File: src/rtl/mdc_frac_reduce.sv
// Reduces a fraction num/den by a precomputed GCD using a bit-serial restoring divider,
// numerator first and then denominator, behind valid/ready handshakes on both sides.
//
// state   | meaning
// IDLE    | waiting for an input pair (ready_o high when enabled)
// DIV_NUM | dividing the captured numerator by the GCD, one quotient bit per cycle
// DIV_DEN | dividing the captured denominator by the GCD
// DONE    | result valid, held until the sink takes it
module mdc_frac_reduce #(
    parameter int W = 8
) (
    input  logic         clk_i,
    input  logic         rst_i,
    input  logic         enb_i,
    input  logic         valid_i,
    output logic         ready_o,
    input  logic [W-1:0] num_i,
    input  logic [W-1:0] den_i,
    input  logic [W-1:0] gcd_i,
    output logic         valid_o,
    input  logic         ready_i,
    output logic [W-1:0] num_o,
    output logic [W-1:0] den_o,
    output logic         err_o,
    output logic         ndiv_o
);

    localparam int CW = (W > 2) ? $clog2(W) : 1;

    typedef enum logic [1:0] {IDLE, DIV_NUM, DIV_DEN, DONE} state_t;

    state_t        state;
    logic [CW-1:0] cnt;
    logic [W-1:0]  dvd;
    logic [W-1:0]  rem;
    logic [W-1:0]  gcd_q;
    logic [W-1:0]  den_q;
    logic          nz;

    logic [W:0]    rem_sh;
    logic          ge;
    logic [W-1:0]  rem_nx;
    logic [W-1:0]  dvd_nx;
    logic          last;

    // dvd holds the dividend and collects quotient bits at its LSB as it shifts out;
    // the shifted partial remainder is W+1 bits so the compare cannot overflow.
    always_comb begin
        rem_sh = {rem, dvd[W-1]};
        ge     = (rem_sh >= {1'b0, gcd_q});
        rem_nx = ge ? W'(rem_sh - {1'b0, gcd_q}) : rem_sh[W-1:0];
        dvd_nx = {dvd[W-2:0], ge};
        last   = (cnt == CW'(W-1));
    end

    assign ready_o = enb_i && (state == IDLE);

    always_ff @(posedge clk_i) begin
        if (rst_i) begin
            state   <= IDLE;
            cnt     <= '0;
            dvd     <= '0;
            rem     <= '0;
            gcd_q   <= '0;
            den_q   <= '0;
            nz      <= 1'b0;
            valid_o <= 1'b0;
            num_o   <= '0;
            den_o   <= '0;
            err_o   <= 1'b0;
            ndiv_o  <= 1'b0;
        end else if (enb_i) begin
            case (state)
                IDLE: begin
                    if (valid_i) begin
                        dvd   <= num_i;
                        den_q <= den_i;
                        gcd_q <= gcd_i;
                        rem   <= '0;
                        cnt   <= '0;
                        nz    <= 1'b0;
                        if (gcd_i == '0) begin
                            num_o   <= num_i;
                            den_o   <= den_i;
                            err_o   <= 1'b1;
                            ndiv_o  <= 1'b0;
                            valid_o <= 1'b1;
                            state   <= DONE;
                        end else begin
                            state <= DIV_NUM;
                        end
                    end
                end
                DIV_NUM: begin
                    if (last) begin
                        num_o <= dvd_nx;
                        nz    <= nz | (rem_nx != '0);
                        dvd   <= den_q;
                        rem   <= '0;
                        cnt   <= '0;
                        state <= DIV_DEN;
                    end else begin
                        dvd <= dvd_nx;
                        rem <= rem_nx;
                        cnt <= cnt + 1'b1;
                    end
                end
                DIV_DEN: begin
                    if (last) begin
                        den_o   <= dvd_nx;
                        nz      <= nz | (rem_nx != '0);
                        ndiv_o  <= nz | (rem_nx != '0);
                        err_o   <= 1'b0;
                        valid_o <= 1'b1;
                        state   <= DONE;
                    end else begin
                        dvd <= dvd_nx;
                        rem <= rem_nx;
                        cnt <= cnt + 1'b1;
                    end
                end
                DONE: begin
                    if (ready_i) begin
                        valid_o <= 1'b0;
                        state   <= IDLE;
                    end
                end
                default: state <= IDLE;
            endcase
        end
    end

endmodule

File: config.mk
export PLATFORM = sky130hd
export DESIGN_NAME = mdc_frac_reduce
export DESIGN_NICKNAME = d
export VERILOG_FILES = /design/src/rtl/mdc_frac_reduce.sv
export SDC_FILE = /design/constraint.sdc
export NUM_CORES = 1
export LEC_CHECK = 0
export ABC_AREA = 1
export CAP_MARGIN = 20
export CORE_MARGIN = 4
export CORE_UTILIZATION = 35
export DETAILED_ROUTE_END_ITERATION = 12
export GPL_ROUTABILITY_DRIVEN = 0
export PLACE_DENSITY = 0.54
export SLEW_MARGIN = 20
export SYNTH_ARGS = -nofsm -noshare
export SYNTH_HDL_FRONTEND = slang
export SYNTH_SLANG_ARGS = --single-unit
File: constraint.sdc
create_clock -name clk_i -period 3.98 [get_ports clk_i]
set_input_delay 0.796 -clock clk_i [delete_from_list [all_inputs] [get_ports clk_i]]
set_output_delay 0.796 -clock clk_i [all_outputs]
set_load 0.02 [all_outputs]
After elaboration in Yosys (flattened, before gate mapping). Index checks and enable logic that the tools add are counted.

Bits in registers: 57. Input port bits: 29. Word-level logic and storage cells: 83.

Add/subtract/negate cells: 2. $lt $le $gt $ge: 1. Eq/ne operators: 11. Mux-type cells: 39. Bitwise gates (word level): 1. Reduce and logical (&&, ||, !) cells: 17.

Operators with widths (count): $mux 8 (12); $pmux 8 s3 (2); $pmux 8 s2 (2); $reduce_and 5->1 (3); $mux 2 (5); $ne 2x2->1 const B (5); $ge 9x8->1 (1); $mux 1 (9); $mux 3 (3); $pmux 3 s3 (1); $logic_not 8->1 (1); $pmux 2 s4 (1); $reduce_and 4->1 (2); $reduce_bool 8->1 (1); $sub 8x8->8 (1); $pmux 1 s2 (3); $reduce_and 6->1 (1); $reduce_bool 2->1 (3); $reduce_bool 3->1 (2); $eq 2x2->1 const B (2); $ne 2x1->1 const B (2); $add 3x1->3 const B (1); $eq 3x3->1 const B (1); $pmux 1 s3 (1); 6 further kinds (6).

Logic depth before layout (Yosys ltp). Gate-level depths: netlist of the first run.

Depth in word-level cells: 6. Gate-level depth with buffers: 17.

Least setup slack after synthesis of the first run. No wires, ideal clock.

Kind: input port to output port. Start point: in enb_i. End point: out ready_o. Arrival time: 1.096 ns. Data required time: 3.184 ns. Setup slack: 2.088 ns. Stages on the path: 2. Buffers on the path: 0. Cell sequence: nand2_1 > clkinv_1.

Word-level cells in the longest chain between the ends: 1.

Ends and longest elaborated chain: start: declaration (RTL line 14) `input logic enb_i,`; $logic_and 1x1->1 (RTL line 56) `assign ready_o = enb_i && (state == IDLE);`; end: declaration (RTL line 16) `output logic ready_o,`.

Every way passes these cells.

Worst setup path after layout of the first run. Ends and elaborated chain as after synthesis.

==> results of run 1 <==
## state kept, by name, indices dropped and copies added, names as in the netlist, 2 cells and up
name / count
den_o: 8
den_q: 8
dvd: 8
gcd_q: 8
num_o: 8
rem: 8
cnt: 3
state: 2
## power breakdown
group	switching [mW]	internal [mW]	total, mW
registers	0.0276	0.606	0.633
clock network	0.231	0.296	0.527
logic	0.287	0.160	0.447
## final cells by class
cell class | instances | share of cell area [%]
multi-input combinational | 329 | 45.5
timing repair buffer | 49 | 12.6
inverter | 44 | 4.26
sequential | 57 | 29.4
clock buffer | 10 | 3.55
tap | 108 | 3.48
clock inverter | 4 | 1.16
## cells by family (layout without fill, tap and decap cells)
group / after synthesis / in the layout
AND/OR/NAND/NOR: 182 / 182
AO/OA/AOI/OAI: 128 / 128
buffers and inverters: 62 / 107
flip-flops: 57 / 57
adder cells (fa/ha/maj): 17 / 17
XOR/XNOR: 2 / 2
## synthesized netlist by cell type (all sizes together) (2+ instances only)
library cell,count,area [sq um]
o211ai,2,15.0
clkbuf,11,41.3
buf,7,42.5
inv,43,161
dfxtp,57,1140
nand2,120,482
nand3,24,130
nand4,3,18.8
xor2,2,17.5
a21oi,55,283
ha,16,200
nand3b,4,30.0
nor2,26,120
a31oi,16,100
o21ai,51,267
nor3,2,32.5
## layout by cell type (no fill, tap or decap), types with 3 or more instances in the layout
master,Yosys,routed
nor2_1,21,21
clkinv_2,0,3
a21oi_1,53,53
nand4_1,3,3
nand2_2,3,3
nand3b_1,4,4
o21ai_0,49,49
dfxtp_1,57,57
clkbuf_8,0,10
inv_2,6,6
a31oi_1,16,16
inv_1,37,37
ha_1,16,16
clkdlybuf4s50_1,0,48
nand3_1,22,22
nand2_1,115,115
nor2_2,3,3
## worst paths after layout
kind | from | slack, ns | depth (start not counted) | end
hold reg to reg | den_q[1]$_SDFFE_PP0P_ | 0.46 | 2 | den_q[1]$_SDFFE_PP0P_
setup reg to reg | cnt[0]$_SDFFE_PP0P_ | 1.43 | 10 | den_o[3]$_SDFFE_PP0P_
hold / removal | den_q[1]$_SDFFE_PP0P_ | 0.46 | 2 | den_q[1]$_SDFFE_PP0P_
setup / recovery | enb_i | 0.91 | 4 | ready_o
## stage by stage
step	setup WS, ns	hold WS (ns)	utilization (%)	total power [mW]
floorplan	2.09	0.430	-	0.954
global placement	0.930	0.447	42.2	1.09
detailed placement	0.909	0.458	42.2	1.09
CTS	0.910	0.467	44.3	1.62
global route	0.852	0.487	44.3	1.71
finish	0.906	0.461	44.3	1.61
## metal layers
metal  vias up  track usage, %
li1       1580               -
met5         -               0
met1      1414            22.3
met2        47            28.7
met4         0            5.08
met3        10            4.40
## worst register-to-register path, stage by stage (launching register included)
cell and delay [ns]:
dfxtp_1 0.36, ha_1 0.18, ha_1 0.39, inv_2 0.14, a21oi_1 0.26, o21ai_1 0.10
inv_1 0.06, nand2_1 0.28, nor2_2 0.41, nand2_1 0.10, a31oi_1 0.19
==> results.md, run 1 <==
* Clock tree from TritonCTS: built
* Number of search-and-repair iterations in the first detailed-routing pass at 4
* Vias at 3,051
* Fin. Hold Viols at 0
* Critical path's slowest cell: clkdlybuf4s50_1
* Core footprint at 0.00876 sq mm
* Power density normalized to cell area at 414 mW/mm^2
* Post-synth net total at 494
* Crit path time final at 3.07 ns
* Final-stage net count at 536
* Depth of the CTS H-tree at 3
* Finish-stage setup viols at 0
* Iteration-0 DRC count of the detailed router at 134
* Via count of the first global-routing pass at 2,833
* Clock latency on the worst-skew pair at 0.33 ns
* Number of antenna violations at the first check in global routing at 0
* DRC viols at 0
* Filler cell count in the final layout at 922
* Crit Path Max Fanout at 9
* Adder-Cell Fraction of Synth Area at 6.98%
* Final antenna diode count at 0
* Remaining Overflow, GRT at 0
* Top delay family on crit path: buffers and inverters
* Final std cell area, no fill at 0.00388 sq mm
* Register area at 0.00114 sq mm
* Start-to-end type of the worst setup path: in -> out
* Data arrival, critical path at 2.28 ns
* Sinks on Clock Net at 57
* Share of synthesized area occupied by flip-flops and latches at 36.1%
* Dominant combinational cell family by area after synthesis: simple AND/OR/NAND/NOR gates
* Instance area at placement at 0.00370 sq mm
* Ratio of final minimum period to clock period at 77.2%
* Compound-Gate Fraction of Synth Area at 22.0%
* Combined buffer and inverter count along the critical path at 3
* Status: completed
* Netlist Area Pre-Place at 0.00316 sq mm
* Chip height at 103 um
* Avg WL per Cell at 14.6 um
* Max Cap Viol at 0
* Share of flip-flops with an asynchronous set or reset at 0%
* Lkg Pwr at 1.56 nW
* Worst min-delay path category: reg -> reg
* Maximum buffer depth of the clock tree at 2
* Startpoint Class: primary input
* Residual antenna-violating net count after detailed routing at 0
* Post-Synth XOR/XNOR Area at 0.555%
* Number of flops mapped to enable cells by yosys at 0
* Total of warnings raised by yosys at 0
* Final Instance Count excl. Fillers at 601
* Tightest Pin Transition at 0.707 ns
* Area of the multi-input gates at 0.00177 sq mm
* Highest signal layer in the routed design: met4
* WL final at 8.80 mm
* DIE AREA at 0.0106 sq mm
* Endpoint kind of the worst setup timing path: primary output
* Highest achievable clock rate at 0.325 GHz
* Syn Inst Count at 448
* Initial Utilization at 36.0%
* Post-synth cell types at 36
* Mux contribution to synthesized area at 0%
* Ratio of cells with drive above 1 in the final layout at 7.91%
* Worst VDD drop at 0.000190 V
* Global-route wire length before repair at 14.3 mm
* Count of cells resized by post-cts repair at 0
* Number of buffers inserted by post-CTS setup repair at 0
* Synth-to-Final Area Change at 22.9%
* Largest incremental delay on the critical path at 0.63 ns
* Maximum number of pins on one net before global-route repair at 31
* Avg Synthesized Cell Area at 7.05 sq um
* Root buffer cell: clkbuf_8
* Final total negative setup slack at 0 ns
* Final HPWL DP at 6.62 mm
* Count of boundary I/O pins at 49
* Post-synthesis register bit count at 57
* Dpl cells at 587
* Number of core rows at 34
* Post-DR vias/cell at 5.08
* Detailed route wirelength on metal3 at 318 um
* Fraction of the mapped netlist area in simple logic gates at 26.4%
* Most repeated library cell on the critical path: clkdlybuf4s50_1
* Clock-pin transition on the worst setup and hold timing paths at 0.06 ns
* Unrepaired setup endpoints after global routing: false
* Die Span X at 103 um
* Number of clock buffers inserted by TritonCTS at 9
* Relative max-transition margin at 52.7%
* Length of routed wiring on met1 at 4.06 mm
* Most used DFF post-synth: dfxtp_1
* Met2 WL at 4.31 mm
* Overall Global Routing Usage at 17.3%
* Post-CTS Hold Fix Bufs at 0
* Number of max-slew violations in the final report at 0
* Cell Chain, Critical Path: clkdlybuf4s50_1, nand2_1, clkinv_1, clkdlybuf4s50_1
* Number of buffers inserted by port buffering at 48
* Required time of the critical path at 3.18 ns
* Worst clock skew at 0.00606 ns
No activity file was read; power rests on OpenSTA's default activity.
==> inputs of run 2 (changes only) <==
--- a/config.mk
+++ b/config.mk
@@ -11,7 +11,7 @@
 export CORE_UTILIZATION = 35
 export DETAILED_ROUTE_END_ITERATION = 12
 export GPL_ROUTABILITY_DRIVEN = 0
-export PLACE_DENSITY = 0.54
+export PLACE_DENSITY = 0.56
 export SLEW_MARGIN = 20
 export SYNTH_ARGS = -nofsm -noshare
 export SYNTH_HDL_FRONTEND = slang
==> constraint.sdc (replaced) <==
create_clock -name clk_i -period 2.6 [get_ports clk_i]
set_input_delay 0.52 -clock clk_i [delete_from_list [all_inputs] [get_ports clk_i]]
set_output_delay 0.52 -clock clk_i [all_outputs]
set_load 0.02 [all_outputs]
==> run 2 against run 1 <==
Via count up 1.8%. Cell count increased by 1.7%. Wire length is 2.1% higher. Sequential power is 53% higher. Clock power increased by 51%. Highest routed layer unchanged. Non-clock buffer count up 9. Power is 54% higher. Largest power group unchanged. Utilization increased by 0.93 points.
==> results.md, run 2 (synthesis gave the netlist of run 1 again) <==
* Status: completed (unchanged)
* Clock-pin transition on the worst setup and hold timing paths at 0.06 ns (about the same)
* WL final at 8.99 mm (was 8.80 mm)
* Fraction of power consumed by combinational cells at 28.9% (was 27.8%)
* Final std cell area, no fill at 0.00396 sq mm (was 0.00388 sq mm)
* Combined buffer and inverter count along the critical path at 3 (unchanged)
* Relative max-transition margin at 51.7% (was 52.7%)
* Cell Chain, Critical Path: inv_1, ha_1, nand2_1, clkinv_1, clkdlybuf4s50_1 (was clkdlybuf4s50_1, nand2_1, clkinv_1, clkdlybuf4s50_1)
* Max Cap Viol at 0 (unchanged)
* Number of search-and-repair iterations in the first detailed-routing pass at 4 (unchanged)
* Worst min-delay path category: reg -> reg (unchanged)
* Utilization after layout at 45.2% (was 44.3%)
* Sw Pwr at 856 uW (was 546 uW)
* Remaining Overflow, GRT at 0 (unchanged)
* Vias at 3,107 (was 3,051)
* Number of buffers inserted by post-CTS setup repair at 0 (unchanged)
* Worst clock skew at 0.0102 ns (was 0.00606 ns)
* Startpoint Class: flop (was primary input)
* Largest incremental delay on the critical path at 0.55 ns (was 0.63 ns)
* Count of boundary I/O pins at 49 (unchanged)
* Lkg Pwr at 1.61 nW (was 1.56 nW)
* DIE AREA at 0.0106 sq mm (unchanged)
* Crit path time final at 2.43 ns
* Clock tree from TritonCTS: built (unchanged)
* Final-stage net count at 545 (was 536)
* Final total negative setup slack at 0 ns (unchanged)
* Residual antenna-violating net count after detailed routing at 0 (unchanged)
* Switching fraction of total power at 34.5% (was 34.0%)
* Finish-stage setup viols at 0 (unchanged)
* Iteration-0 DRC count of the detailed router at 142 (was 134)
* Chip height at 103 um (unchanged)
* Via count of the first global-routing pass at 3,032 (was 2,833)
* Sinks on Clock Net at 57 (unchanged)
* Final HPWL DP at 6.83 mm (was 6.62 mm)
* Endpoint kind of the worst setup timing path: primary output (unchanged)
* Start-to-end type of the worst setup path: reg -> out (was in -> out)
* Die Span X at 103 um (unchanged)
* Internal power component at 1.62 mW (was 1.06 mW)
* Power density normalized to cell area at 626 mW/mm^2 (was 414 mW/mm^2)
* Crit Path Max Fanout at 6 (was 9)
* Tightest Pin Transition at 0.723 ns (was 0.707 ns)
* Top library cells by usage in the layout, fill and taps aside: nand2_1 (115), dfxtp_1 (57), a21oi_1 (53) (unchanged)
* Core footprint at 0.00876 sq mm (unchanged)
* Count of cells resized by post-cts repair at 0 (unchanged)
* Worst VDD drop at 0.000260 V (was 0.000190 V)
* Avg WL per Cell at 14.7 um (was 14.6 um)
* Root buffer cell: clkbuf_8 (unchanged)
* DRC viols at 0 (unchanged)
* Number of core rows at 34 (unchanged)
* Synth-to-Final Area Change at 25.4% (was 22.9%)
* Data arrival, critical path at 1.91 ns (was 2.28 ns)
* Maximum number of pins on one net before global-route repair at 31 (unchanged)
* Register share of total power at 39.1% (was 39.4%)
* Critical path's slowest cell: clkdlybuf4s50_1 (unchanged)
* Ratio of final minimum period to clock period at 93.3%
* Final antenna diode count at 0 (unchanged)
* Depth of the CTS H-tree at 3 (unchanged)
* Post-DR vias/cell at 5.09 (was 5.08)
* Initial Utilization at 36.0% (unchanged)
* Highest achievable clock rate at 0.412 GHz
* Top delay family on crit path: buffers and inverters (unchanged)
* Number of antenna violations at the first check in global routing at 0 (unchanged)
* Post-CTS Hold Fix Bufs at 0 (unchanged)
* Unrepaired setup endpoints after global routing: false (unchanged)
* Number of clock buffers inserted by TritonCTS at 9 (unchanged)
* Most frequent standard cell in the layout excluding fill and tap cells: nand2_1 (unchanged)
* Number of buffers inserted by port buffering at 48 (unchanged)
* Instance area at placement at 0.00378 sq mm (was 0.00370 sq mm)
* Number of max-slew violations in the final report at 0 (unchanged)
* Global-route wire length before repair at 15.1 mm (was 14.3 mm)
* Required time of the critical path at 2.08 ns (was 3.18 ns)
* Fin. Hold Viols at 0 (unchanged)
* Overall Global Routing Usage at 18.2% (was 17.3%)
* Maximum buffer depth of the clock tree at 2 (unchanged)
* Part of the total power dissipated in the clock network at 32.1% (was 32.8%)
* Clock latency on the worst-skew pair at 0.34 ns (was 0.33 ns)
* Ratio of cells with drive above 1 in the final layout at 9.74% (was 7.91%)
==> run 2: cell count changes in the layout (fill, tap and decap cells not counted), sizes merged <==
cell	change
buf	+9
clkbuf	-1
clkinvlp	+2
==> run 2: power groups by stage <==
| stage | registers [mW] | clock network, mW | logic, mW |
|---|---|---|---|
| after detailed placement | 0.989 | 0 | 0.713 |
| after global placement | 0.989 | 0 | 0.707 |
| after global routing | 0.976 | 0.852 | 0.802 |
| after floorplan | 0.993 | 0 | 0.468 |
| after CTS | 0.969 | 0.823 | 0.716 |
| final | 0.969 | 0.795 | 0.716 |
==> run 2: path summary, 6_finish.rpt <==
check / from / to / slack (ns) / depth (start not counted)
worst max-delay path: state[0]$_SDFFE_PP0P_ / ready_o / 0.17 / 5
worst min-delay path: valid_o$_SDFFE_PP0P_ / valid_o$_SDFFE_PP0P_ / 0.45 / 2
worst max register to register: cnt[0]$_SDFFE_PP0P_ / den_o[0]$_SDFFE_PP0P_ / 0.28 / 10
worst min register to register: valid_o$_SDFFE_PP0P_ / valid_o$_SDFFE_PP0P_ / 0.45 / 2
==> run 2: worst register-to-register path, delay by kind of cell (launching register included) <==
family	cells	cell delay [ns]
AOI/OAI and AO/OA	3	0.55
and+or+nand+nor	3	0.61
buffers and inverters	2	0.21
DFF	1	0.35
adders and majority gates	2	0.53
==> run 2: layout make-up <==
cell class,count,area (sq um)
inverters,44,165
clock buffers,9,124
clock inverters,6,60.1
fillers,919,4800
repair buffers,58,568
well taps,108,135
flip-flops and latches,57,1140
multi-input cells,329,1770
==> run 2: per-stage QoR <==
step           power, mW  worst slack, ns  hold slack [ns]  std cells
2_1_floorplan       1.46            0.736            0.430        448
3_3_place_gp        1.70            0.210            0.450        596
3_5_place_dp        1.70            0.157            0.454        596
4_1_cts             2.51            0.160            0.464        611
5_1_grt             2.63           0.0319            0.489        611
6_report            2.48            0.175            0.455        611
==> run 2: routing by layer <==
metal  vias up  GRT usage (%)  part of all wire [%]
li1       1600              -                     -
met1      1431           23.7                    46
met5         -              0                     0
met2        62           29.9                    48
met3        14           3.04                   3.8
met4         0           7.17                   1.9
